`config.mk`:
```
export PLATFORM = sky130hd
export DESIGN_NAME = indirect_access_cntrl
export DESIGN_NICKNAME = d
export VERILOG_FILES = /design/src/rtl/indirect_access_cntrl.sv
export SDC_FILE = /design/constraint.sdc
export NUM_CORES = 1
export LEC_CHECK = 0
export BUFFER_PORTS_ARGS = -buffer_cell sky130_fd_sc_hd__buf_4
export CAP_MARGIN = 25
export CORE_AREA = 2 2 108 110
export DETAILED_ROUTE_END_ITERATION = 7
export DIE_AREA = 0 0 110 112
export MAX_ROUTING_LAYER = met4
export PLACE_DENSITY = 0.83
export SLEW_MARGIN = 20
export SYNTH_ARGS = -nofsm -noshare
export SYNTH_HDL_FRONTEND = slang
export SYNTH_SLANG_ARGS = --single-unit
export TNS_END_PERCENT = 1
```
`constraint.sdc`:
```
create_clock -name clk -period 5.1 [get_ports clk]
set_input_delay 0.51 -clock clk [delete_from_list [all_inputs] [get_ports clk]]
set_output_delay 0.51 -clock clk [all_outputs]
set_load 0.02 [all_outputs]
```
`src/rtl/indirect_access_cntrl.sv`:
```
// Indirect-access controller: turns CSR command writes into single-port
// table memory operations (read, write, compare, reset-fill, init-fill).
module indirect_access_cntrl #(
    parameter logic [10:0]            CMND_ADDRESS = 11'h1B8,
    parameter logic [10:0]            STAT_ADDRESS = 11'h1AC,
    parameter int unsigned            N_DATA_BITS  = 38,
    parameter int unsigned            N_ENTRIES    = 16384,
    parameter int unsigned            N_TIMER_BITS = 6,
    parameter int unsigned            N_TABLES     = 1,
    parameter logic [15:0]            CAPABILITIES = 16'hC17F,
    parameter logic [3:0]             MEM_TYPE     = 4'd0,
    parameter logic [N_DATA_BITS-1:0] RESET_DATA   = '0
) (
    input  logic                      clk,
    input  logic                      rst_n,
    input  logic                      wr_stb,
    input  logic [10:0]               reg_addr,
    input  logic [3:0]                cmnd_op,
    input  logic [$clog2(N_ENTRIES)-1:0] cmnd_addr,
    input  logic                      cmnd_table_id,
    output logic [2:0]                stat_code,
    output logic [4:0]                stat_datawords,
    output logic [$clog2(N_ENTRIES)-1:0] stat_addr,
    output logic                      stat_table_id,
    output logic [15:0]               capability_lst,
    output logic [3:0]                capability_type,
    output logic                      enable,
    input  logic [$clog2(N_ENTRIES)-1:0] addr_limit,
    input  logic [N_DATA_BITS-1:0]    wr_dat,
    output logic [N_DATA_BITS-1:0]    rd_dat,
    output logic                      sw_cs,
    output logic                      sw_ce,
    output logic                      sw_we,
    output logic [$clog2(N_ENTRIES)-1:0] sw_add,
    output logic [N_DATA_BITS-1:0]    sw_wdat,
    input  logic [N_DATA_BITS-1:0]    sw_rdat,
    input  logic                      sw_match,
    input  logic [$clog2(N_ENTRIES)-2:0] sw_aindex,
    input  logic                      grant,
    input  logic                      rsp,
    output logic                      yield,
    output logic                      reset
);

    localparam int unsigned AW = $clog2(N_ENTRIES);

    localparam logic [3:0] OP_NOP       = 4'd0;
    localparam logic [3:0] OP_READ      = 4'd1;
    localparam logic [3:0] OP_WRITE     = 4'd2;
    localparam logic [3:0] OP_ENABLE    = 4'd3;
    localparam logic [3:0] OP_DISABLE   = 4'd4;
    localparam logic [3:0] OP_RESET     = 4'd5;
    localparam logic [3:0] OP_INIT      = 4'd6;
    localparam logic [3:0] OP_INIT_INC  = 4'd7;
    localparam logic [3:0] OP_SET_START = 4'd8;
    localparam logic [3:0] OP_COMPARE   = 4'd9;
    localparam logic [3:0] OP_SIM_TMO   = 4'd14;
    localparam logic [3:0] OP_ACK_ERROR = 4'd15;

    localparam logic [2:0] ST_RDY = 3'd0;
    localparam logic [2:0] ST_BSY = 3'd1;
    localparam logic [2:0] ST_TMO = 3'd2;
    localparam logic [2:0] ST_OVR = 3'd3;
    localparam logic [2:0] ST_NXM = 3'd4;
    localparam logic [2:0] ST_UOP = 3'd5;
    localparam logic [2:0] ST_PDN = 3'd7;

    typedef enum logic [3:0] {
        POWERDOWN, READY, ERROR, DO_RESET, DO_INIT, DO_WRITE,
        DO_READ, READ_DONE, DO_COMPARE, COMPARE_DONE
    } state_t;

    state_t                  state, next_state;
    logic [2:0]              stat_nxt;
    logic                    cmd_dec, cmnd_issued, uop, badaddr, igrant, timeout;
    logic                    busy_st, mem_nxt;
    logic [15:0]             op_hot;
    logic [AW-1:0]           maxaddr, rst_addr;
    logic                    init, sim_tmo, rst_r, rst_or_ini;
    logic [N_TIMER_BITS-1:0] timer;
    logic                    unused_ok;

    // Command decode and derived qualifiers
    assign cmd_dec     = wr_stb && (reg_addr == CMND_ADDRESS);
    assign op_hot      = cmd_dec ? (16'(1) << cmnd_op) : 16'(0);
    assign uop         = |op_hot[13:10];
    assign cmnd_issued = cmd_dec && (cmnd_op != OP_NOP) && (cmnd_op != OP_SIM_TMO);
    assign maxaddr     = init ? AW'(0) : addr_limit;
    assign badaddr     = cmnd_issued && (cmnd_addr > maxaddr);
    assign igrant      = grant && !sim_tmo;
    assign timeout     = (timer == {N_TIMER_BITS{1'b1}});
    assign busy_st     = state inside {DO_RESET, DO_INIT, DO_WRITE, DO_READ,
                                       READ_DONE, DO_COMPARE, COMPARE_DONE};
    assign mem_nxt     = next_state inside {DO_RESET, DO_INIT, DO_WRITE, DO_READ, DO_COMPARE};

    // Static and pass-through outputs
    assign sw_add          = rst_or_ini ? rst_addr : cmnd_addr;
    assign sw_wdat         = rst_r ? RESET_DATA : wr_dat;
    assign stat_addr       = maxaddr;
    assign stat_datawords  = 5'd1;
    assign stat_table_id   = 1'b0;
    assign capability_lst  = CAPABILITIES;
    assign capability_type = MEM_TYPE;
    assign enable          = !init;
    assign yield           = timer[N_TIMER_BITS-1];
    assign reset           = rst_or_ini;
    assign unused_ok       = ^{cmnd_table_id, STAT_ADDRESS, 1'(N_TABLES)};

    // Next-state and next-status selection
    always_comb begin
        next_state = state;
        stat_nxt   = stat_code;
        case (state)
            POWERDOWN:    if (op_hot[OP_ENABLE]) next_state = READY;
            READY: begin
                if      (op_hot[OP_WRITE])                      next_state = DO_WRITE;
                else if (op_hot[OP_READ])                       next_state = DO_READ;
                else if (op_hot[OP_COMPARE])                    next_state = DO_COMPARE;
                else if (op_hot[OP_RESET])                      next_state = DO_RESET;
                else if (op_hot[OP_INIT] || op_hot[OP_INIT_INC]) next_state = DO_INIT;
                else if (op_hot[OP_DISABLE])                    next_state = POWERDOWN;
                else if (uop)                                   next_state = ERROR;
            end
            DO_WRITE:     if (igrant) next_state = READY;
            DO_READ:      if (igrant) next_state = READ_DONE;
            DO_COMPARE:   if (igrant) next_state = COMPARE_DONE;
            DO_RESET:     if (igrant && rst_addr == maxaddr)   next_state = READY;
            DO_INIT:      if (igrant && rst_addr == cmnd_addr) next_state = READY;
            READ_DONE:    if (rsp) next_state = READY;
            COMPARE_DONE: if (rsp) next_state = READY;
            ERROR:        if (op_hot[OP_ACK_ERROR]) next_state = init ? POWERDOWN : READY;
            default:      next_state = ERROR;
        endcase
        if (badaddr || (busy_st && (timeout || cmnd_issued)))
            next_state = ERROR;

        case (next_state)
            POWERDOWN: stat_nxt = ST_PDN;
            READY:     stat_nxt = ST_RDY;
            ERROR: begin
                if (state != ERROR) begin
                    if      (uop)     stat_nxt = ST_UOP;
                    else if (badaddr) stat_nxt = ST_NXM;
                    else if (timeout) stat_nxt = ST_TMO;
                    else              stat_nxt = ST_OVR;
                end
            end
            default:   stat_nxt = ST_BSY;
        endcase
    end

    // State, status, init flag and memory strobes
    always_ff @(posedge clk or negedge rst_n) begin
        if (!rst_n) begin
            state      <= POWERDOWN;
            stat_code  <= ST_PDN;
            init       <= 1'b1;
            sw_cs      <= 1'b0;
            sw_ce      <= 1'b0;
            sw_we      <= 1'b0;
            rst_r      <= 1'b0;
            rst_or_ini <= 1'b0;
        end else begin
            state     <= next_state;
            stat_code <= stat_nxt;
            if (next_state == POWERDOWN && state != POWERDOWN)
                init <= 1'b1;
            else if (state == POWERDOWN && next_state == READY)
                init <= 1'b0;
            sw_cs      <= mem_nxt;
            sw_ce      <= (next_state == DO_COMPARE);
            sw_we      <= next_state inside {DO_WRITE, DO_RESET, DO_INIT};
            rst_r      <= (next_state == DO_RESET);
            rst_or_ini <= next_state inside {DO_RESET, DO_INIT};
        end
    end

    // Fill address pointer
    always_ff @(posedge clk or negedge rst_n) begin
        if (!rst_n)
            rst_addr <= '0;
        else if (op_hot[OP_SET_START])
            rst_addr <= cmnd_addr;
        else if (op_hot[OP_RESET])
            rst_addr <= '0;
        else if ((state == DO_RESET || state == DO_INIT) && igrant)
            rst_addr <= rst_addr + AW'(1);
    end

    // Grant-wait timer and simulated-timeout latch
    always_ff @(posedge clk or negedge rst_n) begin
        if (!rst_n) begin
            timer   <= '0;
            sim_tmo <= 1'b0;
        end else begin
            timer <= (mem_nxt && !igrant) ? timer + N_TIMER_BITS'(1) : '0;
            if (timeout)
                sim_tmo <= 1'b0;
            else if (op_hot[OP_SIM_TMO])
                sim_tmo <= 1'b1;
        end
    end

    // Read-back data capture
    always_ff @(posedge clk or negedge rst_n) begin
        if (!rst_n)
            rd_dat <= '0;
        else if (state == POWERDOWN)
            rd_dat <= wr_dat;
        else if (state == READ_DONE && rsp)
            rd_dat <= sw_rdat;
        else if (state == COMPARE_DONE && rsp)
            rd_dat <= N_DATA_BITS'({sw_match, sw_aindex});
    end

`ifndef SYNTHESIS
    // Flag operations left outstanding at end of simulation
    final begin
        if (stat_code == ST_BSY)
            $warning("wait for completion");
        else if (stat_code != ST_RDY && stat_code != ST_PDN)
            $warning("acknowledge error");
    end
`endif

endmodule

```
==> out/results.tsv <==
stage	metric	value	unit
status	status	finished clean	
routing	total routed wirelength	18.7	mm
synth	Distinct cells, synth	68	
sta	tightest hold margin	0.323	ns
routing	Initial DRC Count	515	
clock_network	Num Clock Sinks	72	
cells_and_area	Inserted Diodes	0	
clock_network	CTS tree	built	
synth	area of the mapped netlist	5560	um^2
power	Sw Share	35.1	%
synth	synth top area cells	dfrtp_1 31%, nor2b_1 5.7%, a21oi_1 4.8%	
power	Sw Pwr	0.000771	W
global_routing	number of global-route vias before repair	5531	
synth	post-synth top area share	30.6	%
synth	Post-synth EDFFs	0	
global_routing	initial antenna violation count	0	
placement	number of buffers added on ports	250	
placement	DP Wirelength	14.0	mm
synth	Warnings, synthesis	0	
routing	Final ANT Viol Nets	0	
clock_network	CTS-repair resized insts	0	
floorplanning	Initial Utilization	49.8	%
floorplanning	Die Footprint	12300	um^2
clock_network	CTS Buf Count	9	
sta	final hold vios	0	
sta	Pins Over Slew Limit	0	
global_routing	largest net degree at the start of global routing	73	
sta	Slew HR	28.5	%
cells_and_area	post-route insts no fill	1052	
worst_setup_path	Crit Path Max Fanout	19	
floorplanning	die width	110	um
routing	Via density	5.71	
floorplanning	num rows	39	
worst_setup_path	Worst Setup End Kind	flop	
clock_network	setup bufs post-CTS	0	
synth	Async SR Flop Fraction	100	%
worst_setup_path	crit path kind	flop to flop	
cells_and_area	nets	1060	
sta	Slew @ Worst Pin	1.07	ns
worst_setup_path	CP Data Arrival Time	3.53	ns
power	Clk network pwr share	27.6	%
sta	RSZ-0062 raised after global routing	false	
power	power density cells	285	nW/um^2
sta	final worst-path cycle share	66.3	%
cells_and_area	layout cells sized above 1	33.0	%
min_path	HP Class	input pin to async pin	
clock_network	H-tree Lvls	3	
worst_setup_path	CP Data Required Time	5.25	ns
floorplanning	# IOs	278	
cells_and_area	fill count	964	
global_routing	global-route wire length before repair	28.1	mm
sta	Final Skew	0.0119	ns
synth	Yosys reg bits	72	
routing	drc violations	0	
cells_and_area	most frequent cells in the layout	254 x buf_4, 69 x nand2_1, 68 x dfrtp_1	
clock_network	CTS Buffer Depth	2	
floorplanning	Core ar.	11200	um^2
power	Int Pwr	0.00142	W
sta	Fmax	0.296	GHz
clock_network	Worst-Skew Late Latency	0.33	ns
cells_and_area	Synth-to-Final Area Change	38.3	%
worst_setup_path	FF-to-FF setup slack	1.72	ns
sta	Setup Total Neg Slack	0	ns
sta	Final setup violation count	0	
flow_run	# Max-Cap Violations	0	
power	Comb pwr share	38.6	%
synth	Top FF cell, synth	dfrtp_1	
clock_network	Root Buffer	clkbuf_16	
routing	DR pass1 iterations	8	
cells_and_area	most common cell after layout, fill and taps aside	buf_4	
power	Reg power frac	33.8	%
power	leakage	3.85	nW
synth	Synth Area per Inst	8.08	um^2
power	Max VDD drop	0.222	mV
routing	via count	6011	
global_routing	GRT Residual Overflow	0	
clock_network	clock transition at the registers of the reported paths	0.06	ns
placement	DP Cell Count	1036	
synth	Yosys top cell by area	dfrtp_1	
placement	routability cong.	0.957	
synth	number of cells produced by synthesis	689	
worst_setup_path	startpoint types	flop	
sta	min Tclk post-route	3.38	ns
synth	register area share after synthesis	32.5	%
routing	drt wl/cell	17.7	um
global_routing	gr usage total	30.4	%
clock_network	Post-CTS Hold Buffers	0	
floorplanning	Die Ht	112	um
==> cells in the mapped netlist (3+ instances only) <==
cell type / number
nor2b_1: 51
o22ai_1: 3
inv_1: 51
nand4_1: 10
nor2_1: 53
buf_2: 3
or3_1: 7
dfstp_2: 4
o21ai_0: 33
nor3_1: 6
xnor2_1: 19
nand2b_1: 11
nor4_1: 3
xor2_1: 3
buf_4: 27
o221ai_1: 3
a222oi_1: 24
o2111ai_1: 3
a21oi_1: 53
and3_1: 3
mux2_2: 13
dfrtp_1: 68
nand3_1: 19
a31oi_1: 6
mux2i_1: 15
a22oi_1: 6
clkbuf_1: 44
ha_1: 16
and2_1: 7
nand2_1: 69
and4_1: 3
a211oi_1: 3
==> critical path: stages, from the launching register on <==
cell	delay, ns
dfstp_2	0.68
inv_1	0.27
nand2_1	0.15
ha_1	0.17
nand4_1	0.10
or3_1	0.42
a311o_1	0.34
a311o_1	0.33
o21ai_2	0.30
nand2b_1	0.32
o32ai_1	0.13
==> stage by stage <==
step                      total power, W  util (%)  instance area [um^2]  worst slack, ns
after floorplan                  0.00120         -                  5650             1.88
after global placement           0.00158      66.0                  7370             1.77
after detailed placement         0.00159      66.2                  7400             1.76
after CTS                        0.00220      68.7                  7680             1.73
after global routing             0.00231      68.9                  7700             1.50
final                            0.00219      68.9                  7700             1.72
==> flip-flops by register name, indices dropped and copies added, names as in the netlist, 3 cells and up <==
| signal | cells |
|---|---|
| rd_dat | 38 |
| rst_addr | 14 |
| stat_code | 3 |
| state | 4 |
| timer | 6 |
==> worst paths after layout <==
path                                            start                     end  depth (start not counted)
worst min register to register  rd_dat[8]$_DFFE_PN0P_   rd_dat[8]$_DFFE_PN0P_                          2
worst min-delay path                            rst_n  rd_dat[20]$_DFFE_PN0P_                          1
max in group asynchronous                       rst_n         rst_r$_DFF_PN0_                          1
worst max register to register       init$_DFFE_PN1P_         reset$_DFF_PN0_                         10
worst max-delay path                 init$_DFFE_PN1P_         reset$_DFF_PN0_                         10
min in group clk                          sw_rdat[25]  rd_dat[25]$_DFFE_PN0P_                          3
==> cell type report <==
class,count,area (um^2),area share (%)
Tap cell,143,179,2.32
Multi-Input combinational cell,515,3290,42.7
Inverter,51,191,2.49
Clock inverter,3,43.8,0.569
Timing Repair Buffer,256,1950,25.4
Clock buffer,12,236,3.07
Sequential cell,72,1810,23.5
==> logic make-up (layout without fill, tap and decap cells) <==
group                    after synthesis  count (layout)  share of synthesized area (%)
multiplexers                          28              28                           5.33
AND/OR/NAND/NOR                      257             257                           23.9
XOR/XNOR                              22              22                           3.46
flip-flops                            72              72                           32.5
AO/OA/AOI/OAI                        166             166                           20.5
adder cells (fa/ha/maj)               16              16                           3.60
other                                  2              26                          0.135
buffers and inverters                126             322                           10.5
==> metal layers <==
layer	share of wire, %	GRT usage [%]	vias to the layer above
li1	-	-	2820
met1	39	37.5	2858
met2	50	49.5	292
met3	8.7	7.08	41
met4	2.3	8.52	0
met5	0	-	-
==> power by group through the flow <==
| stage | logic (W) | registers (W) | clock network (W) |
|---|---|---|---|
| 3_5_place_dp | 0.000842 | 0.000747 | 0 |
| 5_1_grt | 0.000910 | 0.000754 | 0.000644 |
| 3_3_place_gp | 0.000831 | 0.000744 | 0 |
| 4_1_cts | 0.000846 | 0.000739 | 0.000618 |
| 6_report | 0.000846 | 0.000741 | 0.000605 |
| 2_1_floorplan | 0.000372 | 0.000829 | 0 |
No activity file was read; power rests on OpenSTA's default activity.
